**src/rtl/uart_pkg.sv**
```systemverilog
// Shared UART definitions: frame state encoding and frame shape constants.
package uart_pkg;

    typedef enum logic [1:0] {
        IDLE  = 2'd0,
        START = 2'd1,
        DATA  = 2'd2,
        STOP  = 2'd3
    } uart_state_t;

    localparam int unsigned DATA_BITS = 8;
    localparam int unsigned STOP_BITS = 1;

endpackage

```
**src/rtl/byte_fifo.sv**
```systemverilog
// Circular byte FIFO with occupancy count; the head entry is visible combinationally.
module byte_fifo
    import uart_pkg::*;
#(
    parameter int unsigned FIFO_DEPTH = 8,
    localparam int unsigned CNT_W = $clog2(FIFO_DEPTH) + 1
) (
    input  logic                 clock,
    input  logic                 reset_n,
    input  logic                 push,
    input  logic                 pop,
    input  logic [DATA_BITS-1:0] din,
    output logic [DATA_BITS-1:0] dout,
    output logic                 full,
    output logic                 empty,
    output logic [CNT_W-1:0]     count
);

    localparam int unsigned PTR_W = $clog2(FIFO_DEPTH);

    logic [DATA_BITS-1:0] mem [FIFO_DEPTH];
    logic [PTR_W-1:0]     wr_ptr;
    logic [PTR_W-1:0]     rd_ptr;

    always_ff @(posedge clock) begin
        if (push) begin
            mem[wr_ptr] <= din;
        end
    end

    // Depth is a power of two, so pointer wrap is the natural overflow.
    always_ff @(posedge clock or negedge reset_n) begin
        if (!reset_n) begin
            wr_ptr <= '0;
            rd_ptr <= '0;
            count  <= '0;
        end else begin
            if (push) begin
                wr_ptr <= wr_ptr + 1'b1;
            end
            if (pop) begin
                rd_ptr <= rd_ptr + 1'b1;
            end
            case ({push, pop})
                2'b10:   count <= count + 1'b1;
                2'b01:   count <= count - 1'b1;
                default: count <= count;
            endcase
        end
    end

    assign dout  = mem[rd_ptr];
    assign full  = (count == CNT_W'(FIFO_DEPTH));
    assign empty = (count == '0);

endmodule

```
**src/rtl/out_port_uart_tx.sv**
```systemverilog
// Out-port console: queues each out-port store and drains the queue as 8N1 frames on tx.
module out_port_uart_tx
    import uart_pkg::*;
#(
    parameter int unsigned CLKS_PER_BIT = 217,
    parameter int unsigned FIFO_DEPTH   = 8,
    parameter int unsigned CNT_W        = $clog2(FIFO_DEPTH) + 1
) (
    input  logic             clock,
    input  logic             reset_n,
    input  logic             wr_strobe,
    input  logic [7:0]       data_in,
    input  logic             ovf_clear,
    output logic             tx,
    output logic             busy,
    output logic             fifo_full,
    output logic [CNT_W-1:0] fifo_count,
    output logic             overflow
);

    localparam int unsigned BAUD_W = $clog2(CLKS_PER_BIT);
    localparam logic [BAUD_W-1:0] BAUD_LAST = BAUD_W'(CLKS_PER_BIT - 1);
    localparam logic [2:0] DATA_LAST = 3'(DATA_BITS - 1);
    localparam logic [2:0] STOP_LAST = 3'(STOP_BITS - 1);

    uart_state_t          state, state_d;
    logic [BAUD_W-1:0]    baud, baud_d;
    logic [2:0]           bit_idx, bit_d;
    logic [DATA_BITS-1:0] shift, shift_d;
    logic                 tx_d;
    logic                 baud_done;
    logic                 push, pop, drop;
    logic                 full, empty;
    logic [DATA_BITS-1:0] head;
    logic [CNT_W-1:0]     count;

    byte_fifo #(
        .FIFO_DEPTH(FIFO_DEPTH)
    ) u_fifo (
        .clock  (clock),
        .reset_n(reset_n),
        .push   (push),
        .pop    (pop),
        .din    (data_in),
        .dout   (head),
        .full   (full),
        .empty  (empty),
        .count  (count)
    );

    // A pop frees a slot on the same edge, so a write to a full FIFO still lands then.
    assign push = wr_strobe && (!full || pop);
    assign drop = wr_strobe && full && !pop;

    assign baud_done = (baud == BAUD_LAST);

    always_comb begin
        state_d = state;
        baud_d  = baud;
        bit_d   = bit_idx;
        shift_d = shift;
        pop     = 1'b0;
        unique case (state)
            IDLE: begin
                if (!empty) begin
                    pop     = 1'b1;
                    shift_d = head;
                    baud_d  = '0;
                    bit_d   = '0;
                    state_d = START;
                end
            end
            START: begin
                if (baud_done) begin
                    baud_d  = '0;
                    bit_d   = '0;
                    state_d = DATA;
                end else begin
                    baud_d = baud + 1'b1;
                end
            end
            DATA: begin
                if (baud_done) begin
                    baud_d  = '0;
                    shift_d = shift >> 1;
                    if (bit_idx == DATA_LAST) begin
                        bit_d   = '0;
                        state_d = STOP;
                    end else begin
                        bit_d = bit_idx + 3'd1;
                    end
                end else begin
                    baud_d = baud + 1'b1;
                end
            end
            STOP: begin
                if (baud_done) begin
                    baud_d = '0;
                    if (bit_idx == STOP_LAST) begin
                        bit_d   = '0;
                        state_d = IDLE;
                    end else begin
                        bit_d = bit_idx + 3'd1;
                    end
                end else begin
                    baud_d = baud + 1'b1;
                end
            end
            default: state_d = IDLE;
        endcase

        // tx is registered from the next state so it changes on the same edge as the FSM.
        unique case (state_d)
            START:   tx_d = 1'b0;
            DATA:    tx_d = shift_d[0];
            default: tx_d = 1'b1;
        endcase
    end

    always_ff @(posedge clock or negedge reset_n) begin
        if (!reset_n) begin
            state    <= IDLE;
            baud     <= '0;
            bit_idx  <= '0;
            shift    <= '0;
            tx       <= 1'b1;
            overflow <= 1'b0;
        end else begin
            state   <= state_d;
            baud    <= baud_d;
            bit_idx <= bit_d;
            shift   <= shift_d;
            tx      <= tx_d;
            if (drop) begin
                overflow <= 1'b1;
            end else if (ovf_clear) begin
                overflow <= 1'b0;
            end
        end
    end

    assign busy       = (state != IDLE);
    assign fifo_full  = full;
    assign fifo_count = count;

endmodule
```
**config.mk**
```make
export PLATFORM = sky130hd
export DESIGN_NAME = out_port_uart_tx
export DESIGN_NICKNAME = d
export VERILOG_FILES = /design/src/rtl/uart_pkg.sv /design/src/rtl/byte_fifo.sv /design/src/rtl/out_port_uart_tx.sv
export SDC_FILE = /design/constraint.sdc
export NUM_CORES = 1
export LEC_CHECK = 0
export CORE_UTILIZATION = 56
export CTS_CLUSTER_DIAMETER = 150
export DETAILED_ROUTE_END_ITERATION = 8
export DONT_BUFFER_PORTS = 1
export GPL_TIMING_DRIVEN = 0
export PLACE_DENSITY = 0.75
export SYNTH_ARGS = -nofsm -noshare
export SYNTH_HDL_FRONTEND = slang
export SYNTH_HIERARCHICAL = 1
export SYNTH_SLANG_ARGS = --single-unit
```
**constraint.sdc**
```tcl
create_clock -name clock -period 3.77 [get_ports clock]
set_input_delay 0.754 -clock clock [delete_from_list [all_inputs] [get_ports clock]]
set_output_delay 0.754 -clock clock [all_outputs]
set_load 0.005 [all_outputs]
```
# == Word level (Yosys, flattened, before mapping) ==
# Memories as Yosys holds them, arrays and structs flattened.
# Cells that the tools add are included.
# word_totals
out_inout_bits,8
word_cells,75
ff_bits,33
input_bits,12
ramBits,64
mem_count,1
# mem_list
name,words,word_bits,rd,rd_clocked_by_memory_dff,wr,line,source
u_fifo.mem,8,8,1,0,1,byte_fifo.sv:21,logic [DATA_BITS-1:0] mem [FIFO_DEPTH];
# op_classes
eq_ne,14
n_reduce_logical,16
mux,28
add_sub_neg,6
# ops
cell,count
two-way mux 8 bit,4
case mux 8 bit (2 select lines),2
two-way mux 3 bit,6
two-way mux 2 bit,6
case mux 3 bit (4 select lines),1
adder 3 x 1 -> 3 bit (second input constant),3
adder 8 x 1 -> 8 bit (second input constant),1
== test 2 bit (second input constant),4
== test 8 bit (second input constant),1
!= test 2 bit (second input constant),4
case mux 2 bit (4 select lines),1
case mux 4 bit (2 select lines),1
nonzero test 2 bit,4
== test 2 x 1 -> 1 bit (second input constant),3
two-way mux 1 bit,6
adder 4 x 1 -> 4 bit (second input constant),1
== test 4 bit (second input constant),1
logical NOT 4 bit,1
AND reduction 4 bit,1
subtractor 4 x 1 -> 4 bit (second input constant),1
== test 3 bit (second input constant),1
logical AND 1 bit,3
logical NOT 3 bit,1
AND reduction 3 bit,1
other kinds (5),6

# == Longest topological paths before layout ==
# Gate-level depths: netlist of run 1.
# depth
depth_word,7
depth_mapped,11
ltp_nobuf,11

# == Modules after synthesis ==
# The synthesis of run 1 kept the hierarchy.
# by_module_without_submodules
mod,seq_area_each_um2,cells_per_inst,instances,area_per_inst_um2
byte_fifo,2172.1,147,1,3040.4
out_port_uart_tx,576.8,133,1,1186.1

# == Least setup slack after synthesis of run 1 ==
# Ideal clock, no wire load.
# synth_timing
kind,register to register
start,register state[1]
end,register u_fifo.count[2]
stages_incl_launch_ff,12
n_path_buf,1
arrival_time_ns,2.648
slack_ns,0.993
setup_time_ns,0.128
required_ns,3.642
synth_period_minus_slack_ns,2.777
path_cell_list,dfrtp_1 > buf_2 > or3_1 > a21boi_0 > inv_1 > ha_1 > xor2_1 > ha_1 > a21oi_1 > xor2_1 > nor2_1 > xor2_1
# synth_between
elab_chain_len,6
elab_cells_between_ends,8
cone_classes,eq/ne: 2; mux: 2; reduce/logical: 4
# synth_lines
element,line,source
"start, declared",out_port_uart_tx.sv:26,"uart_state_t state, state_d;"
"start signal, assigned",out_port_uart_tx.sv:129,state <= state_d;
logical NOT 2 bit *,out_port_uart_tx.sv:63,unique case (state)
two-way mux 1 bit *,out_port_uart_tx.sv:63,
logical OR 1 bit *,out_port_uart_tx.sv:52,assign push = wr_strobe && (!full || pop);
logical AND 1 bit *,out_port_uart_tx.sv:52,
named net push,out_port_uart_tx.sv:32,"logic push, pop, drop;"
== test 2 x 1 -> 1 bit or == test 2 bit (tied branches),byte_fifo.sv:44,"case ({push, pop})"
case mux 4 bit (2 select lines) or nonzero test 2 bit (tied branches),n/a,
"end signal, assigned",byte_fifo.sv:45,2'b10: count <= count + 1'b1;
"end signal, assigned",byte_fifo.sv:46,2'b01: count <= count - 1'b1;
"end signal, assigned",byte_fifo.sv:47,default: count <= count;
"end, declared",byte_fifo.sv:16,output logic [CNT_W-1:0] count
# Mark *: on every way through the listed nets, which the timed path passes. The rest lies on a longest branch.
# A chain may end at the register's enable or synchronous reset.

# == Final worst setup path of run 1 ==
# layout_timing
start,register u_fifo.count[1]
end,register u_fifo.count[2]
# layout_between
elab_chain_len,7
elab_cells_between_ends,13
cone_classes,add/sub: 2; eq/ne: 3; mux: 3; reduce/logical: 5
# layout_lines
element,line,source
logical NOT 4 bit *,byte_fifo.sv:54,assign empty = (count == '0);
named net empty,out_port_uart_tx.sv:33,"logic full, empty;"
two-way mux 1 bit *,out_port_uart_tx.sv:65,if (!empty) begin
two-way mux 1 bit *,out_port_uart_tx.sv:63,
logical OR 1 bit *,out_port_uart_tx.sv:52,
logical AND 1 bit *,out_port_uart_tx.sv:52,
named net push,out_port_uart_tx.sv:32,
== test 2 x 1 -> 1 bit or == test 2 bit (tied branches),byte_fifo.sv:44,
case mux 4 bit (2 select lines) or nonzero test 2 bit (tied branches),n/a,
# Marked as above.

==> reports/metrics.cfg, run 1 <==
[timing]
fin_crit_ns = 3.16
final_max_slew_viol_count = 0
finalHoldViolCount = 0
rsz0062_at_grt = no
final.setup.tns_ns = 0
fmax_mhz = 316
setup_violations = 0
period_share_pct = 83.9
clock_skew_ns = 0.00953
slew_headroom_pct = 37.4
tightest_slew_ns = 0.935

[clocking]
clkTransAtPathRegs_ns = 0.10
htreeDepth = 3
cts.sinks = 97
hold_buffers = 0
clock_tree.buffer_depth = 2
clock_latency_ns = 0.35
postCtsSetupRepairBufs = 0
numCtsBuffers = 9
cts-root-buf = clkbuf_8
cts_tree = built
cts_resized = 0

[grt]
grt_overflow = 0
grt_pass1_wl_mm = 10.9
grt_usage_pct = 19.8
antenna_found_initial = 0
grt_pass1_vias = 2184
grt_max_degree = 34

[critical_path]
max_stage_delay_ns = 0.66
critical_path_class = reg -> reg
path_max_fanout = 8
crit_chain = nor4_1 > or3_1 > a21boi_0 > inv_1 > ha_1 > xor2_1 > ha_1 > a21oi_1 > xor2_1 > nor2_1 > xor2_1
crit_slowest_cell = a21boi_0
crit_top_cell = xor2_1
arrival_ns = 3.41
crit_buf_inv = 1
start_kind = flop
crit_family = compound AO/OA/AOI/OAI gates
worstPathRequired_ns = 4.01
cp-end-kind = flop

[detailed_routing]
viasPerCell = 5.80
wl_per_cell_um = 17.9
drt_wl_total_mm = 7.07
vias = 2290
drtIter0Drc = 114
first_pass_iters = 4
ant_nets = 0
drcViolationCount = 0

[synth]
post_synth.cell_area_avg_um2 = 15.1
yosysTopAreaCell = edfxtp_1
synthTopCellsByArea = edfxtp_1, dfrtp_1, mux4_1, ha_1, mux2_2
synth_seq_cells = 97
syn_inst = 280
syn-cell-area_mm2 = 0.00423
synth.top_cell.area_share_pct = 45.5
synth_edf_count = 64
ys_warn_count = 6
synth.distinct_cells = 42
synth_nets = 302
yosysMostFrequentCell = edfxtp_1
ys.flop_type = edfxtp_1
synth-seq-area-share_pct = 65.0
async_flop_share_pct = 34.0
yosys-top-cells-count = edfxtp_1, dfrtp_1, nand2_1

[die]
dieHeight_um = 88.9
start_util_pct = 58.0
core.rowCount = 31
io-pin-count = 20
die_x_um = 88.9
core_area_mm2 = 0.00729
die-area_mm2 = 0.00790

[pwr]
leakage_nw = 1.71
pwr-share-clk_pct = 25.3
p_switching_w = 0.000788
p_int_w = 0.00194
ir_drop_v = 0.000378
powerDensity_mw_per_mm2 = 597
seqPwrFrac_pct = 54.9
p_comb_share_pct = 19.8
sw_frac_of_total_pct = 28.8
power_w = 0.00273

[placed_design]
gp_congestion = 0.775
portBuffers = 0
placed_area_mm2 = 0.00436
hpwlAfterDp_mm = 4.56
placed_cells = 379

[finish]
fillers = 565
finalNetCount = 313
area_delta_synth_final_pct = 8.20
final_layout_size_suffix_gt1_share_pct = 12.5
fin_cells = 395
postLayoutCoreUtil_pct = 62.7
final_cell_area_mm2 = 0.00457
num_antenna_cells = 0

[run_status]
outcome = finished clean

[worst_hold_path]
hp-class = in -> async

[job]
cap_violations = 0

-- placed cells by master (no fill, tap or decap), types with 3 or more instances in the layout --
master / n
nor2b_1: 6
nand2b_1: 5
a21oi_1: 4
mux4_1: 16
o21ai_0: 15
nand3_1: 5
xor2_1: 7
nor2_1: 15
clkbuf_8: 9
a22oi_1: 7
xnor2_1: 3
ha_1: 10
dfrtp_1: 32
buf_2: 3
clkbuf_1: 4
or3_1: 3
nor3_2: 3
inv_1: 10
edfxtp_1: 64
nand2_1: 32
mux2_2: 11
-- stage by stage --
stage / worst slack (ns) / hold slack [ns]
after floorplan: 0.993 / 0.446
after global placement: 0.229 / 0.459
after detailed placement: 0.598 / 0.459
after CTS: 0.575 / 0.0596
after global routing: 0.312 / 0.0518
final: 0.606 / 0.0805
-- final cells by class --
type                       instances  area [um^2]  area share (%)
inverter                          11         41.3           0.903
multi-input combinational        163         1390            30.3
clock inverter                     7         88.8            1.94
buffer                             9         61.3            1.34
tap                               99          124            2.71
sequential                        97         2750            60.1
clock buffer                       9          124            2.71
-- state kept, by name, indices dropped and copies added (netlist names) --
register,flops
u_fifo/mem,64
baud,8
shift,8
u_fifo/count,4
bit_idx,3
u_fifo/rd_ptr,3
u_fifo/wr_ptr,3
state,2
overflow,1
tx,1
-- power by group through the flow --
stage | logic [W] | registers, W | clock network, W
floorplan | 0.000435 | 0.00147 | 0
global placement | 0.000523 | 0.00150 | 0
detailed placement | 0.000539 | 0.00152 | 0
CTS | 0.000545 | 0.00150 | 0.000714
global route | 0.000595 | 0.00152 | 0.000763
finish | 0.000541 | 0.00150 | 0.000690
-- worst register-to-register path, stage by stage, from the launching register on --
cell and delay [ns]:
dfrtp_1 0.51, nor4_1 0.14, or3_1 0.42, a21boi_0 0.66, inv_1 0.15, ha_1 0.30
xor2_1 0.18, ha_1 0.19, a21oi_1 0.15, xor2_1 0.16, nor2_1 0.06, xor2_1 0.14
-- cells by family after synthesis --
group	count (synthesis)	synth area share, %
AO/OA/AOI/OAI	37	5.51
multiplexers	28	13.1
flip-flops	97	65.0
AND/OR/NAND/NOR	78	8.88
adder cells (fa/ha/maj)	10	2.96
XOR/XNOR	10	2.07
buffers and inverters	20	2.43
-- metal layers --
| metal | wire [um] | up-vias | global-route usage [%] |
|---|---|---|---|
| li1 | - | 1080 | - |
| met1 | 3110 | 1155 | 24.6 |
| met2 | 3610 | 44 | 33.9 |
| met3 | 263 | 11 | 4.20 |
| met4 | 87 | 0 | 8.50 |
| met5 | 0 | - | 0 |
-- final timing paths --
kind,slack [ns],cells after the start,endpoint,start
min in group clock,0.49,0,u_fifo/mem[5][4]$_DFFE_PP_,data_in[4]
max,0.61,11,u_fifo/count[2]$_DFFE_PN0P_,u_fifo/count[1]$_DFFE_PN0P_
max reg2reg,0.61,11,u_fifo/count[2]$_DFFE_PN0P_,u_fifo/count[1]$_DFFE_PN0P_
max in group asynchronous,3.50,0,tx$_DFF_PN1_,reset_n
min reg2reg,0.50,2,shift[1]$_DFFE_PN0P_,shift[1]$_DFFE_PN0P_
min,0.08,0,u_fifo/count[3]$_DFFE_PN0P_,reset_n
(Power assumes the default switching activity.)
==> run 2, diff against run 1 <==
ABC_AREA = 1   (was not set)
clock period = 3.2 ns   (was 3.77 ns; I/O delays follow)
==> run 2 against run 1 <==
Against the previous run: clock power rose by 10%; worst hold slack improved by 0.012 ns; count of clock-buffer cells in the layout did not move; die area rose by 3.2%; first-iteration DRC count rose by 120%; core utilization rose by 0.75 points; clock skew fell by 0.0010 ns; maximum frequency rose by 6.0%; worst setup slack got worse by 0.39 ns; synthesized cell count rose by 49%; via count rose by 30%; register-to-register slack got worse by 0.39 ns; critical endpoint is now u_fifo/mem[0][5]$_DFFE_PP_.
==> reports/metrics.cfg, run 2 <==
[synth]
synthTopCellsByArea = edfxtp_1, dfrtp_1, nand2_1, nor2_1, o21ai_1
ys.flop_type = edfxtp_1
syn_inst = 416  ; +49%
post_synth.cell_area_avg_um2 = 10.5  ; -31%
synth_edf_count = 64  ; unchanged
syn-cell-area_mm2 = 0.00436  ; +3.3%
yosysMostFrequentCell = nand2_1
yosys-top-cells-count = nand2_1, edfxtp_1, nor2_1
synth_seq_cells = 97  ; unchanged
synth-seq-area-share_pct = 63.0  ; -2.1 points
yosysTopAreaCell = edfxtp_1
synth_nets = 438  ; +45%
async_flop_share_pct = 34.0  ; unchanged
ys_warn_count = 6  ; unchanged
synth.distinct_cells = 31  ; -26%
synth.top_cell.area_share_pct = 44.0  ; -1.4 points

[placed_design]
pre_cts_ws_ns = 0.207  ; -0.391 ns
gp_congestion = 0.848  ; +9.4%
hpwlAfterDp_mm = 5.47  ; +20%
placed_area_mm2 = 0.00449  ; +2.9%
portBuffers = 0  ; unchanged

[finish]
final_layout_size_suffix_gt1_share_pct = 11.3  ; -1.2 points
final_cell_mix = nand2_1, edfxtp_1, nor2_1
final_cell_area_mm2 = 0.00470  ; +2.8%
num_antenna_cells = 0  ; unchanged
top_regs = u_fifo/mem x64, baud x8, shift x8
largest_reg_flops = 64  ; unchanged
top_register = u_fifo/mem
area_delta_synth_final_pct = 7.74
postLayoutCoreUtil_pct = 63.5  ; +0.75 points
finalNetCount = 450  ; +44%
mostFrequentLayoutCell = nand2_1

[critical_path]
path_max_fanout = 8  ; unchanged
crit_chain = buf_6 > nor2_4 > inv_4 > nor2_4 > inv_1 > a21boi_0 > inv_2 > or2_2 > nor2_1
worstPathRequired_ns = 3.19  ; -0.82 ns
max_stage_delay_ns = 0.69  ; +0.03 ns
critical_path_class = reg -> reg
crit_top_cell = nor2_4
crit_slowest_cell = nor2_1
start_kind = flop
arrival_ns = 2.98  ; -0.43 ns
cp-end-kind = flop

[pwr]
p_comb_share_pct = 33.0  ; +13 points
p_switching_w = 0.00149  ; +89%
powerDensity_mw_per_mm2 = 818  ; +37%
sw_frac_of_total_pct = 38.7  ; +9.8 points
leakage_nw = 1.92  ; +12%
p_int_w = 0.00236  ; +21%
pwr-share-clk_pct = 19.8  ; -5.5 points
ir_drop_v = 0.000532  ; +41%
seqPwrFrac_pct = 47.2  ; -7.7 points

[clocking]
htreeDepth = 3  ; unchanged
postCtsSetupRepairBufs = 0  ; unchanged
clock_latency_ns = 0.36  ; about the same
cts_tree = built
cts-root-buf = clkbuf_8
clock_tree.buffer_depth = 2  ; unchanged
clkTransAtPathRegs_ns = 0.10  ; about the same
cts_resized = 0  ; unchanged
numCtsBuffers = 9  ; unchanged
cts.sinks = 97  ; unchanged

[die]
die-area_mm2 = 0.00815  ; +3.2%
dieHeight_um = 90.3  ; +1.6%
core_area_mm2 = 0.00741  ; +1.6%
start_util_pct = 58.9  ; +0.95 points
io-pin-count = 20  ; unchanged
core.rowCount = 31  ; unchanged
die_x_um = 90.3  ; +1.6%

[detailed_routing]
ant_nets = 0  ; unchanged
wl_met3_um = 553  ; +110%
wl_met2_mm = 3.73  ; +3.2%
drcViolationCount = 0  ; unchanged
drtIter0Drc = 250  ; +120%
wirelength_met1_mm = 3.69  ; +19%
drt_wl_total_mm = 8.23  ; +16%
first_pass_iters = 5  ; +1
top_layer = met4
viasPerCell = 5.58  ; -3.8%
vias = 2966  ; +30%
wl_per_cell_um = 15.5  ; -14%

[grt]
antenna_found_initial = 0  ; unchanged
grt_usage_pct = 21.4  ; +1.6 points
grt_pass1_wl_mm = 13.2  ; +21%
grt_max_degree = 33  ; -2.9%
grt_overflow = 0  ; unchanged
grt_pass1_vias = 2765  ; +27%

[timing]
rsz0062_at_grt = no
setup_violations = 0  ; unchanged
clock_skew_ns = 0.00849  ; -0.00104 ns
fmax_mhz = 335  ; +6.0%
tightest_slew_ns = 0.886  ; -0.0487 ns
final.setup.tns_ns = 0  ; unchanged
slew_headroom_pct = 40.7  ; +3.3 points
hold_slack_ns = 0.0922  ; +0.0117 ns
finalHoldViolCount = 0  ; unchanged
setup_ws_ns = 0.214  ; -0.392 ns
fin_crit_ns = 2.99  ; -0.178 ns
final_max_slew_viol_count = 0  ; unchanged
period_share_pct = 93.3  ; +9.4 points

[run_status]
outcome = finished clean

[worst_hold_path]
hp-class = in -> async

[job]
cap_violations = 0  ; unchanged

run 2: per-layer routing:
| metal | global-route usage [%] | up-vias |
|---|---|---|
| met5 | 0 | - |
| met4 | 13.4 | 0 |
| met3 | 3.70 | 25 |
| met2 | 33.0 | 98 |
| met1 | 28.5 | 1407 |
| li1 | - | 1436 |
run 2: logic make-up (layout without fill, tap and decap cells):
family / after synthesis / in the layout / share of synthesized area [%]
XOR/XNOR: 12 / 12 / 2.41
buffers and inverters: 51 / 68 / 5.28
AO/OA/AOI/OAI: 70 / 70 / 8.92
flip-flops: 97 / 97 / 63.0
AND/OR/NAND/NOR: 176 / 176 / 17.5
adder cells (fa/ha/maj): 10 / 10 / 2.87
run 2: what timing repair did:
item,in CTS,in global routing
hold buffers,1,0
setup endpoints to repair,0,0
hold endpoints to repair,32,0
run 2: critical path, delay by kind of cell, from the launching register on:
| kind | cells | cell delay, ns |
|---|---|---|
| AOI/OAI and AO/OA | 1 | 0.54 |
| buffers and inverters | 4 | 0.44 |
| DFF | 1 | 0.38 |
| and+or+nand+nor | 4 | 1.26 |
run 2: path summary, 6_finish.rpt:
| path | cells after the start | startpoint | endpoint | slack [ns] |
|---|---|---|---|---|
| max | 9 | state[1]$_DFF_PN0_ | u_fifo/mem[0][5]$_DFFE_PP_ | 0.21 |
| min | 1 | reset_n | state[0]$_DFF_PN0_ | 0.09 |
| max reg2reg | 9 | state[1]$_DFF_PN0_ | u_fifo/mem[0][5]$_DFFE_PP_ | 0.21 |
| min reg2reg | 2 | shift[6]$_DFFE_PN0P_ | shift[5]$_DFFE_PN0P_ | 0.50 |
| max in group asynchronous | 1 | reset_n | u_fifo/wr_ptr[2]$_DFFE_PN0P_ | 2.93 |
| min in group clock | 0 | data_in[0] | u_fifo/mem[3][0]$_DFFE_PP_ | 0.37 |
run 2: cell type report:
cell class | count | area [um^2]
plain buffers | 11 | 77.6
clock buffers | 9 | 124
clock inverters | 7 | 70.1
fillers | 573 | 2710
inverters | 40 | 153
multi-input cells | 268 | 1390
flip-flops and latches | 97 | 2750
well taps | 99 | 124
repair buffers | 1 | 20.0
run 2: power by group through the flow:
stage,Sequential [W],Clock (W),Combinational (W)
after floorplan,0.00179,0,0.000941
after global placement,0.00183,0,0.00120
after detailed placement,0.00184,0,0.00124
after CTS,0.00181,0.000782,0.00126
after global routing,0.00185,0.000820,0.00140
final,0.00181,0.000761,0.00127
run 2: metrics by stage:
| step | total power, W | instances |
|---|---|---|
| CTS | 0.00385 | 532 |
| global route | 0.00406 | 532 |
| floorplan | 0.00273 | 416 |
| detailed placement | 0.00307 | 515 |
| global placement | 0.00303 | 515 |
| finish | 0.00385 | 532 |
